File: src/rtl/sync_aligner.sv
// rtl/sync_aligner.sv - aligns queued DVI pixels with the Homography CCD stream and flags coordinate mismatches
// Optional resync-on-mismatch flush: define SYNC_ALIGNER_RESYNC_EN.
module sync_aligner #(
    parameter int DEPTH = 3,
    parameter int XW    = 10,
    parameter int YW    = 10,
    parameter int RW    = 5,
    parameter int GW    = 6,
    parameter int BW    = 5,
    parameter int CW    = 16
) (
    input  logic                        clk_25,
    input  logic                        rst,
    input  logic [XW+YW+23:0]           q,
    input  logic                        rdreq,
    input  logic [XW-1:0]               return_x,
    input  logic [YW-1:0]               return_y,
    input  logic [RW-1:0]               r,
    input  logic [GW-1:0]               g,
    input  logic [BW-1:0]               b,
    input  logic                        ready,
    input  logic                        clr_err,
    output logic                        val,
    output logic [XW-1:0]               sync_x,
    output logic [YW-1:0]               sync_y,
    output logic [RW-1:0]               dvi_r,
    output logic [GW-1:0]               dvi_g,
    output logic [BW-1:0]               dvi_b,
    output logic [RW-1:0]               ccd_r,
    output logic [GW-1:0]               ccd_g,
    output logic [BW-1:0]               ccd_b,
    output logic [$clog2(DEPTH+1)-1:0]  level,
    output logic                        mismatch,
    output logic [CW-1:0]               mismatch_cnt,
    output logic                        overflow,
    output logic                        underflow
);
    localparam int LW = $clog2(DEPTH + 1);
    localparam int PW = $clog2(DEPTH);
    localparam int EW = XW + YW + RW + GW + BW;
    localparam logic [PW-1:0] LAST = PW'(DEPTH - 1);
    localparam logic [CW-1:0] CNT_MAX = {CW{1'b1}};

    localparam logic [0:0] ST_RUN = 1'b0;
`ifdef SYNC_ALIGNER_RESYNC_EN
    localparam logic [0:0] ST_FLUSH = 1'b1;
`endif

    logic [EW-1:0] mem [DEPTH];
    logic [PW-1:0] rd_ptr;
    logic [PW-1:0] wr_ptr;
    logic [0:0]    state;

    logic [EW-1:0] push_word;
    logic [EW-1:0] head;
    logic [XW-1:0] head_x;
    logic [YW-1:0] head_y;
    logic [RW-1:0] head_r;
    logic [GW-1:0] head_g;
    logic [BW-1:0] head_b;

    logic run, full, empty;
    logic do_pop, do_push;
    logic ovf_ev, unf_ev, mm_ev;

    function automatic logic [PW-1:0] ptr_next(input logic [PW-1:0] p);
        return (p == LAST) ? '0 : p + 1'b1;
    endfunction

    // Colour is truncated to the output channel widths at push time, keeping the MSBs.
    assign push_word = {q[XW+YW+23 -: XW], q[YW+23 -: YW],
                        q[23 -: RW], q[15 -: GW], q[7 -: BW]};

    assign head   = mem[rd_ptr];
    assign head_x = head[EW-1 -: XW];
    assign head_y = head[EW-XW-1 -: YW];
    assign head_r = head[RW+GW+BW-1 -: RW];
    assign head_g = head[GW+BW-1 -: GW];
    assign head_b = head[BW-1:0];

    assign run     = (state == ST_RUN);
    assign full    = (level == LW'(DEPTH));
    assign empty   = (level == '0);
    assign do_pop  = run && ready && !empty;
    // A pop frees the head slot before the push lands, so a full FIFO can still accept.
    assign do_push = run && rdreq && (!full || do_pop);
    assign ovf_ev  = run && rdreq && full && !do_pop;
    assign unf_ev  = run && ready && empty;
    assign mm_ev   = do_pop && ((head_x != return_x) || (head_y != return_y));

    always_ff @(posedge clk_25) begin
        if (!rst && do_push) begin
            mem[wr_ptr] <= push_word;
        end
    end

    always_ff @(posedge clk_25) begin
        if (rst) begin
            val          <= 1'b0;
            sync_x       <= '0;
            sync_y       <= '0;
            dvi_r        <= '0;
            dvi_g        <= '0;
            dvi_b        <= '0;
            ccd_r        <= '0;
            ccd_g        <= '0;
            ccd_b        <= '0;
            level        <= '0;
            rd_ptr       <= '0;
            wr_ptr       <= '0;
            mismatch     <= 1'b0;
            mismatch_cnt <= '0;
            overflow     <= 1'b0;
            underflow    <= 1'b0;
            state        <= ST_RUN;
        end else begin
            val <= do_pop;
            if (do_pop) begin
                sync_x <= head_x;
                sync_y <= head_y;
                dvi_r  <= head_r;
                dvi_g  <= head_g;
                dvi_b  <= head_b;
                ccd_r  <= r;
                ccd_g  <= g;
                ccd_b  <= b;
                rd_ptr <= ptr_next(rd_ptr);
            end
            if (do_push) begin
                wr_ptr <= ptr_next(wr_ptr);
            end
            if (do_push && !do_pop) begin
                level <= level + 1'b1;
            end else if (do_pop && !do_push) begin
                level <= level - 1'b1;
            end

            overflow  <= ovf_ev | (overflow & ~clr_err);
            underflow <= unf_ev | (underflow & ~clr_err);
            mismatch  <= mm_ev | (mismatch & ~clr_err);
            if (mm_ev) begin
                if (clr_err) begin
                    mismatch_cnt <= CW'(1);
                end else if (mismatch_cnt != CNT_MAX) begin
                    mismatch_cnt <= mismatch_cnt + 1'b1;
                end
            end else if (clr_err) begin
                mismatch_cnt <= '0;
            end

`ifdef SYNC_ALIGNER_RESYNC_EN
            if (state == ST_FLUSH) begin
                level  <= '0;
                rd_ptr <= '0;
                wr_ptr <= '0;
                state  <= ST_RUN;
            end else if (mm_ev) begin
                state <= ST_FLUSH;
            end
`else
            state <= ST_RUN;
`endif
        end
    end
endmodule

File: config.mk
export PLATFORM = sky130hd
export DESIGN_NAME = sync_aligner
export DESIGN_NICKNAME = d
export VERILOG_FILES = /design/src/rtl/sync_aligner.sv
export SDC_FILE = /design/constraint.sdc
export NUM_CORES = 1
export LEC_CHECK = 0
export BUFFER_PORTS_ARGS = -buffer_cell sky130_fd_sc_hd__buf_4
export CAP_MARGIN = 20
export CORE_MARGIN = 2
export CORE_UTILIZATION = 43
export CTS_BUF_LIST = sky130_fd_sc_hd__clkbuf_2 sky130_fd_sc_hd__clkbuf_4 sky130_fd_sc_hd__clkbuf_8
export CTS_CLUSTER_SIZE = 16
export DETAILED_ROUTE_END_ITERATION = 12
export PLACE_DENSITY_LB_ADDON = 0.12
export SYNTH_ARGS = -nofsm -noshare
export SYNTH_HDL_FRONTEND = slang
export SYNTH_SLANG_ARGS = --single-unit
export TNS_END_PERCENT = 20
File: constraint.sdc
create_clock -name clk_25 -period 5.72 [get_ports clk_25]
set_input_delay 0.286 -clock clk_25 [delete_from_list [all_inputs] [get_ports clk_25]]
set_output_delay 0.286 -clock clk_25 [all_outputs]
set_load 0.05 [all_outputs]
==> results of run 1 <==
per-stage QoR:
step / power [mW] / std cells
6_report: 3.63 / 1083
5_1_grt: 3.82 / 1083
4_1_cts: 3.67 / 1082
3_5_place_dp: 2.75 / 1015
3_3_place_gp: 2.72 / 1015
2_1_floorplan: 2.42 / 673
synthesized netlist by cell type (all sizes together):
cell type,number
a211oi,8
a21oi,67
a311oi,1
a31o,4
a31oi,2
and2,3
and3,10
and4,3
buf,20
clkbuf,20
clkinv,1
dfxtp,80
edfxtp,108
ha,2
inv,3
mux2i,40
nand2,157
nand2b,1
nand3,6
nand4,8
nor2,23
nor2b,11
nor3,7
nor3b,1
nor4,8
nor4b,2
o211a,8
o211ai,1
o21ai,41
o31ai,1
o32ai,1
or2,1
or3,9
or3b,1
xor2,14
cell type report:
type	count	area, sq um
Clock inverter	15	178
Sequential cell	188	4850
Inverter	4	15.0
Timing Repair Buffer	193	1540
Fill cell	1501	7590
Clock buffer	17	234
Multi-Input combinational cell	441	2490
Tap cell	225	282
power breakdown:
part           total, mW  internal, mW  leakage [nW]  switching [mW]
Sequential          1.66          1.56          1.64           0.103
Clock              0.907         0.405         0.200           0.502
Combinational       1.06         0.350          1.77           0.712
Total               3.63          2.31          3.60            1.32
state kept, by name, indices dropped and copies added (netlist names), named ones only:
signal        count
mismatch          1
level             2
dvi_g             6
ccd_r             5
mem             108
rd_ptr            2
mismatch_cnt     16
overflow          1
underflow         1
wr_ptr            2
sync_y           10
sync_x           10
dvi_b             5
val               1
ccd_b             5
ccd_g             6
dvi_r             5
cells by family after synthesis:
kind of cell | count (synthesis) | share of synthesized area [%]
multiplexers | 40 | 5.37
flip-flops | 188 | 64.4
AND/OR/NAND/NOR | 251 | 15.3
AO/OA/AOI/OAI | 134 | 10.2
adder cells (fa/ha/maj) | 2 | 0.332
XOR/XNOR | 14 | 1.63
buffers and inverters | 44 | 2.84
worst min-delay path, stage by stage:
cell     delay, ps
buf_4          110
nand2_1         50
a21oi_1         50
worst paths after layout:
check / from / end / slack [ps] / cells after the start
max: flip-flop / mismatch_cnt[10]$_SDFFE_PP0P_ / 2430 / 8
min: g[0] / ccd_g[0]$_SDFFE_PP0N_ / 70 / 3
max reg2reg: flip-flop / mismatch_cnt[10]$_SDFFE_PP0P_ / 2430 / 8
min reg2reg: sync_x[8]$_SDFFE_PP0N_ / sync_x[8]$_SDFFE_PP0N_ / 460 / 2
per-layer routing:
| metal | GRT usage [%] | share of wire, % | vias to the layer above |
|---|---|---|---|
| met2 | 31.6 | 48 | 182 |
| li1 | - | - | 2730 |
| met3 | 4.51 | 6.6 | 24 |
| met4 | 6.89 | 1.8 | 0 |
| met5 | 0 | 0 | - |
| met1 | 24.4 | 44 | 2623 |
repair_timing:
action | 4_1_cts | 5_1_grt
endpoints found under the hold margin | 105 | 3
setup buffers | 0 | 0
setup endpoints to repair | 0 | 0
resized for setup | 0 | 0
hold buffers | 35 | 1
==> impl_metrics.py, run 1 <==
metrics = {
    "critical_path": {
        "critPathCaptureType": "flip-flop",
        "crit_arrival_ps": 3610,
        "cp_slowest_cell": "dfxtp_2",
        "crit_type": "reg2reg",
        "crit_chain": "buf_4 > mux2i_1 > o21ai_1 > xor2_1 > nor4_2 > nand4_2 > a31oi_1 > a311oi_1",
        "startpoint_type": "flip-flop",
        "critPathTopFamily": "flip-flops",
        "critPathMaxFanout": 24,
        "required_ps": 6040,
        "path_buf_inv": 1,
        "slowest_delay_ps": 920,
    },
    "drt": {
        "postRouteAntennaNets": 0,
        "num_vias": 5559,
        "first_pass_iters": 6,
        "drt_iter0_markers": 343,
        "drcViolationCount": 0,
        "routed_via_density": 5.13,
        "finalWirelength_mm": 17.4,
        "avgRoutedWirePerCell_um": 16.0,
    },
    "global_route": {
        "grt_overflow": 0,
        "grt_pass1_vias": 5356,
        "grt_pass1_wl_mm": 27.2,
        "track_usage_pct": 19.1,
        "grt_max_degree": 75,
        "antenna_found_initial": 0,
    },
    "logic_synthesis": {
        "yosysWarnings": 0,
        "netlist_instances": 673,
        "synth.area.top_cells": "edfxtp_1 43%, dfxtp_1 21%, nand2_1 7.8%",
        "yosysSeqAreaShare_pct": 64.4,
        "synth_fp_nets": 760,
        "synth_cell_type_count": 45,
        "syn_area_sq_um": 7530,
        "synth_top_area_share_pct": 43.1,
        "synth_area_leader_cell": "edfxtp_1",
        "ys_ff_latch": 188,
        "syn_area_per_cell_sq_um": 11.2,
    },
    "timing": {
        "tightest_slew_ps": 881,
        "fin_tns_setup_ps": 0,
        "setup_slack_ps": 2430,
        "setup_viol": 0,
        "fmax_ghz": 0.304,
        "max_slew_margin_pct": 41.3,
        "whs_ps": 73.9,
        "period_needed_ps": 3290,
        "clock_skew_ps": 12.4,
        "fin_crit_sh_pct": 57.5,
        "finalMaxSlewViolations": 0,
        "final_hold_viol_count": 0,
        "grt_setup_unrepaired": "false",
    },
    "power_and_ir_drop": {
        "p_leak_nw": 3.60,
        "peakVddDrop_uv": 185,
        "p_per_area_nw_per_um2": 379,
    },
    "final_layout": {
        "n_antenna_cell": 0,
        "mostFrequentLayoutCells": "157 x nand2_1, 157 x buf_4, 108 x edfxtp_1",
        "final_core_util_pct": 55.8,
        "syn_to_final_growth_pct": 27.4,
        "finalInstanceArea_sq_um": 9590,
        "nets": 932,
        "drive_gt1_share_pct": 24.1,
    },
    "clock_tree": {
        "insertion_delay_ps": 450,
        "cts_sinks": 188,
        "cts_tree": "yes",
        "htree_levels": 4,
        "clockBufferDepth": 2,
        "cts_buffers": 17,
        "clockRootBuffer": "clkbuf_8",
        "clk_pin_slew_ps": 100,
    },
    "floorplan": {
        "die_area_sq_um": 18600,
        "ioPinCount": 159,
        "rows": 48,
        "die_h_um": 136,
        "coreArea_sq_um": 17200,
        "start_util_pct": 43.8,
        "die_w_um": 136,
    },
    "run_status": {
        "outcome": "finished clean",
    },
    "place": {
        "dp_hpwl_mm": 11.0,
        "pre_cts_ws_ps": 2380,
        "io_buffers": 150,
        "place_area_sq_um": 8820,
        "gp_congestion": 0.830,
    },
    "run": {
        "max_cap_viol_count": 0,
    },
    "worst_hold_path": {
        "worstHoldPathType": "in2reg",
    },
}
Note: power is estimated with default switching activity, not from simulation.
==> run 2: changes to the inputs <==
- clock period: 5.72 -> 2.9 ns (I/O delays scaled with it)
==> run 2 against run 1 <==
Utilization increased by 1.5 points; setup slack lost 2200 ps; sequential power grew 94%; critical endpoint unchanged; largest power group unchanged.
==> impl_metrics.py, run 2 (synthesized netlist as in run 1, its figures left out) <==
metrics = {
    "final_layout": {
        "multi_input_area_sq_um": 2530,
        "largest_reg_flops": 108,
        "reg_top3": "mem x108, mismatch_cnt x16",
        "largest-register": "mem",
        "syn_to_final_growth_pct": 30.7,
        "mostFrequentLayoutCells": "163 x buf_4, 157 x nand2_1, 108 x edfxtp_1",
        "n_antenna_cell": 0,
        "final_common_cell": "buf_4",
        "fill_cells": 1483,
        "drive_gt1_share_pct": 24.1,
        "nets": 956,
        "ff_latch_area_sq_um": 4850,
    },
    "critical_path": {
        "startpoint_type": "flip-flop",
        "required_ps": 3270,
        "critPathCaptureType": "flip-flop",
        "crit_arrival_ps": 3010,
        "r2r_slack_ps": 260,
        "crit_type": "reg2reg",
        "critPathMaxFanout": 8,
    },
    "power_and_ir_drop": {
        "peakVddDrop_uv": 365,
        "p_per_area_nw_per_um2": 730,
        "p_leak_nw": 3.71,
        "finalPower_mw": 7.18,
    },
    "timing": {
        "finalMaxSlewViolations": 0,
        "fmax_ghz": 0.378,
        "max_slew_margin_pct": 43.2,
        "tightest_slew_ps": 852,
        "grt_setup_unrepaired": "false",
        "clock_skew_ps": 11.9,
        "fin_tns_setup_ps": 0,
        "setup_slack_ps": 257,
        "setup_viol": 0,
        "period_needed_ps": 2640,
        "final_hold_viol_count": 0,
        "fin_crit_sh_pct": 91.1,
    },
    "global_route": {
        "antenna_found_initial": 0,
        "grt_pass1_vias": 5499,
        "grt_max_degree": 75,
        "grt_pass1_wl_mm": 27.3,
        "grt_overflow": 0,
        "track_usage_pct": 19.3,
    },
    "floorplan": {
        "die_area_sq_um": 18600,
        "coreArea_sq_um": 17200,
        "start_util_pct": 43.8,
        "die_w_um": 136,
        "die_h_um": 136,
        "ioPinCount": 159,
        "rows": 48,
    },
    "drt": {
        "avgRoutedWirePerCell_um": 16.0,
        "drt_iter0_markers": 252,
        "drcViolationCount": 0,
        "finalWirelength_mm": 17.7,
        "routed_via_density": 5.11,
        "postRouteAntennaNets": 0,
        "first_pass_iters": 4,
        "num_vias": 5659,
    },
    "place": {
        "pre_cts_ws_ps": 110,
        "dp_hpwl_mm": 11.4,
        "io_buffers": 150,
        "gp_congestion": 0.867,
    },
    "clock_tree": {
        "cts_sinks": 188,
        "clockBufferDepth": 2,
        "cts_buffers": 17,
        "insertion_delay_ps": 450,
        "clockRootBuffer": "clkbuf_8",
        "htree_levels": 4,
        "clk_pin_slew_ps": 100,
        "cts_tree": "yes",
    },
    "run_status": {
        "outcome": "finished clean",
    },
    "run": {
        "max_cap_viol_count": 0,
    },
    "worst_hold_path": {
        "worstHoldPathType": "in2reg",
    },
}
run 2: cell types whose count changed in the layout (fill, tap and decap cells not counted), moves of 2 or more:
cell           previous run  this run
buf_4                   157       163
clkbuf_4                  0         2
clkinv_4                  2         0
dlygate4sd3_1            36        54
inv_8                     3         0
nor4b_2                   2         0
nor4b_4                   0         2
run 2: path summary, 6_finish.rpt:
kind	start	to	cells after the start
min	clr_err	mismatch_cnt[5]$_SDFFE_PP0P_	3
max reg2reg	flip-flop	mismatch_cnt[10]$_SDFFE_PP0P_	8
max	flip-flop	mismatch_cnt[10]$_SDFFE_PP0P_	8
min reg2reg	sync_y[3]$_SDFFE_PP0N_	sync_y[3]$_SDFFE_PP0N_	2
run 2: critical path, cell delays in order (launching register included):
cell      delay (ps)
dfxtp_2          340
buf_4            210
mux2i_1          320
a211oi_1         120
nor4_1           370
and4_1           350
and4_1           430
nor3_1           150
a311oi_1         270
run 2: report_power, final:
group	internal [mW]	total [mW]	switching (mW)
clock network	0.818	1.75	0.931
logic	0.733	2.22	1.48
registers	3.07	3.22	0.144
total	4.62	7.18	2.56
run 2: what timing repair did:
| action | 4_1_cts | 5_1_grt |
|---|---|---|
| hold buffers | 54 | 0 |
| setup buffers | 0 | 0 |
| endpoints found under the hold margin | 126 | 0 |
| resized for setup | 0 | 2 |
| endpoints found under the setup margin | 0 | 14 |
run 2: area by class of cell:
| cell class | count | area share, % |
|---|---|---|
| Sequential cell | 188 | 49.3 |
| Multi-Input combinational cell | 441 | 25.7 |
| Timing Repair Buffer | 217 | 17.9 |
| Tap cell | 225 | 2.86 |
| Clock buffer | 20 | 2.67 |
| Clock inverter | 12 | 1.39 |
| Inverter | 4 | 0.153 |
run 2: layer usage:
| metal | up-vias | routed length (um) | global-route usage (%) |
|---|---|---|---|
| met4 | 0 | 271 | 6.71 |
| met1 | 2697 | 7670 | 23.7 |
| met5 | - | 0 | 0 |
| met2 | 155 | 8890 | 33.7 |
| met3 | 24 | 877 | 3.91 |
| li1 | 2783 | - | - |
run 2: per-stage QoR:
step           utilization [%]  hold WS (ps)  instances  area [sq um]
6_report                  57.3          59.9       1107          9840
4_1_cts                   57.2          25.8       1107          9830
2_1_floorplan                -           244        673          7540
5_1_grt                   57.3          46.0       1107          9840
3_5_place_dp              51.7           340       1021          8890
3_3_place_gp              51.7           337       1021          8890
==> run 3: changes to the inputs <==
- CELL_PAD_IN_SITES_DETAIL_PLACEMENT: not set -> 0
- CELL_PAD_IN_SITES_GLOBAL_PLACEMENT: not set -> 1
- CORE_UTILIZATION: 43 -> 40
==> run 3 against run 2 <==
Non-clock buffer count fell by 3; cell count rose by 0.54%; sequential power barely moved; wire length rose by 1.5%; sequential share of layout area fell by 0.063 points; combinational power barely moved; global-route usage fell by 1.2 points; power fell by 0.29%; via count fell by 1.1%; design area rose by 0.13%; critical endpoint unchanged; highest routed layer unchanged.
==> impl_metrics.py, run 3 (synthesized netlist as in run 1, its figures left out) <==
metrics = {
    "power_and_ir_drop": {
        "p_leak_nw": 3.71,
        "p_int_mw": 4.62,
        "finalPower_mw": 7.16,
        "clkPwrFrac_pct": 24.3,
        "peakVddDrop_uv": 321,
        "switching_share_pct": 35.5,
        "switchingPower_mw": 2.54,
        "p_comb_share_pct": 30.8,
        "seq_power_share_pct": 44.9,
        "p_per_area_nw_per_um2": 727,
    },
    "critical_path": {
        "rr_endpoint": "mismatch_cnt[10]$_SDFFE_PP0P_",
        "reg2reg_depth": 8,
        "crit_chain": "buf_12 > mux2i_1 > a211oi_1 > nor4_1 > and4_1 > and4_1 > nor3_1 > a311oi_1",
        "startpoint_type": "flip-flop",
        "required_ps": 3270,
        "slowest_delay_ps": 430,
        "cp_common_cell": "and4_1",
        "cp_slowest_cell": "and4_1",
        "critPathCapture": "mismatch_cnt[10]$_SDFFE_PP0P_",
        "critPathMaxFanout": 32,
        "crit_type": "reg2reg",
        "r2r_slack_ps": 280,
        "crit_arrival_ps": 2990,
        "critPathCaptureType": "flip-flop",
    },
    "final_layout": {
        "largest_reg_flops": 108,
        "nets": 953,
        "mostFrequentLayoutCells": "158 x buf_4, 157 x nand2_1, 108 x edfxtp_1",
        "drive_gt1_share_pct": 23.8,
        "largest-register": "mem",
        "final_core_util_pct": 53.0,
        "reg_top3": "mem x108, mismatch_cnt x16",
        "final_common_cell": "buf_4",
        "n_antenna_cell": 0,
        "fill_cells": 1611,
        "layout.cells.non_filler": 1113,
        "syn_to_final_growth_pct": 30.9,
    },
    "timing": {
        "clock_skew_ps": 16.4,
        "fmax_ghz": 0.382,
        "setup_viol": 0,
        "final_hold_viol_count": 0,
        "period_needed_ps": 2620,
        "max_slew_margin_pct": 52.0,
        "fin_crit_sh_pct": 90.3,
        "tightest_slew_ps": 718,
        "grt_setup_unrepaired": "false",
        "fin_tns_setup_ps": 0,
        "finalMaxSlewViolations": 0,
    },
    "floorplan": {
        "ioPinCount": 159,
        "die_w_um": 141,
        "rows": 50,
        "start_util_pct": 40.5,
        "coreArea_sq_um": 18600,
        "die_h_um": 141,
        "die_area_sq_um": 19900,
    },
    "place": {
        "dp.cells": 1027,
        "io_buffers": 150,
        "gp_congestion": 0.800,
        "dp_hpwl_mm": 11.3,
    },
    "clock_tree": {
        "insertion_delay_ps": 460,
        "cts_sinks": 188,
        "cts_tree": "yes",
        "post_cts_buffers": 0,
        "htree_levels": 4,
        "clockBufferDepth": 2,
        "cts_buffers": 17,
        "clockRootBuffer": "clkbuf_8",
        "clk_pin_slew_ps": 90,
    },
    "drt": {
        "first_pass_iters": 4,
        "routed_via_density": 5.03,
        "num_vias": 5594,
        "postRouteAntennaNets": 0,
        "avgRoutedWirePerCell_um": 16.1,
        "drt_iter0_markers": 275,
        "drcViolationCount": 0,
        "finalWirelength_mm": 18.0,
    },
    "global_route": {
        "grt_pass1_wl_mm": 28.0,
        "antenna_found_initial": 0,
        "grt_pass1_vias": 5583,
        "grt_max_degree": 56,
        "grt_overflow": 0,
        "track_usage_pct": 18.1,
    },
    "run_status": {
        "outcome": "finished clean",
    },
    "worst_hold_path": {
        "worstHoldPathType": "in2reg",
    },
    "run": {
        "max_cap_viol_count": 0,
    },
}
[run 3: critical path: cells and delay by family, from the launching register on]
kind            cells  cell delay [ps]
flops               1              360
buf+inv             1              270
simple gates        4             1220
mux                 1              310
compound gates      2              370
[run 3: power by group through the flow]
stage	clock (mW)	sequential, mW	combinational, mW
final	1.74	3.22	2.21
after global routing	1.89	3.25	2.38
after CTS	1.80	3.22	2.23
after detailed placement	0	3.28	2.16
after global placement	0	3.27	2.15
after floorplan	0	3.86	0.913
[run 3: timing repair]
| action | 4_1_cts | 5_1_grt |
|---|---|---|
| hold buffers | 54 | 0 |
| endpoints found under the setup margin | 0 | 14 |
| endpoints found under the hold margin | 126 | 0 |
| resized for setup | 0 | 2 |
[run 3: worst min path at each step]
| stage | startpoint | to | slack (ps) | cells past startpoint |
|---|---|---|---|---|
| 2_1_floorplan | q[3] | mem[0][0]$_DFFE_PP_ | 240 | 0 |
| 3_3_place_gp | q[29] | mem[2][21]$_DFFE_PP_ | 340 | 1 |
| 6_report | clr_err | mismatch_cnt[7]$_SDFFE_PP0P_ | 50 | 3 |
| 4_1_cts | clr_err | mismatch_cnt[7]$_SDFFE_PP0P_ | 20 | 3 |
| 3_5_place_dp | q[26] | mem[2][18]$_DFFE_PP_ | 340 | 1 |
| 5_1_grt | clr_err | mismatch_cnt[7]$_SDFFE_PP0P_ | 40 | 3 |
[run 3: cell type report]
type	instances	area, sq um	share of cell area, %
Sequential cell	188	4850	49.2
Multi-Input combinational cell	441	2530	25.7
Timing Repair Buffer	214	1770	17.9
Tap cell	234	293	2.97
Clock buffer	20	263	2.67
Clock inverter	12	135	1.37
Inverter	4	15.0	0.152
[run 3: per-layer routing]
metal  GRT usage, %  part of all wire [%]  wire, um  vias to the layer above
met5              0                     0         0                        -
li1               -                     -         -                     2790
met1           22.5                    45      8070                     2648
met2           30.9                    49      8760                      134
met3           4.89                   4.9       883                       22
met4           5.32                   1.4       253                        0
[run 3: stage by stage]
step / setup slack (ps) / cell area (sq um) / hold WS [ps]
global placement: 140 / 8900 / 337
global route: 42.1 / 9850 / 37.3
floorplan: -468 / 7540 / 244
CTS: 61.2 / 9840 / 15.8
finish: 280 / 9850 / 51.1
detailed placement: 75.2 / 8900 / 340
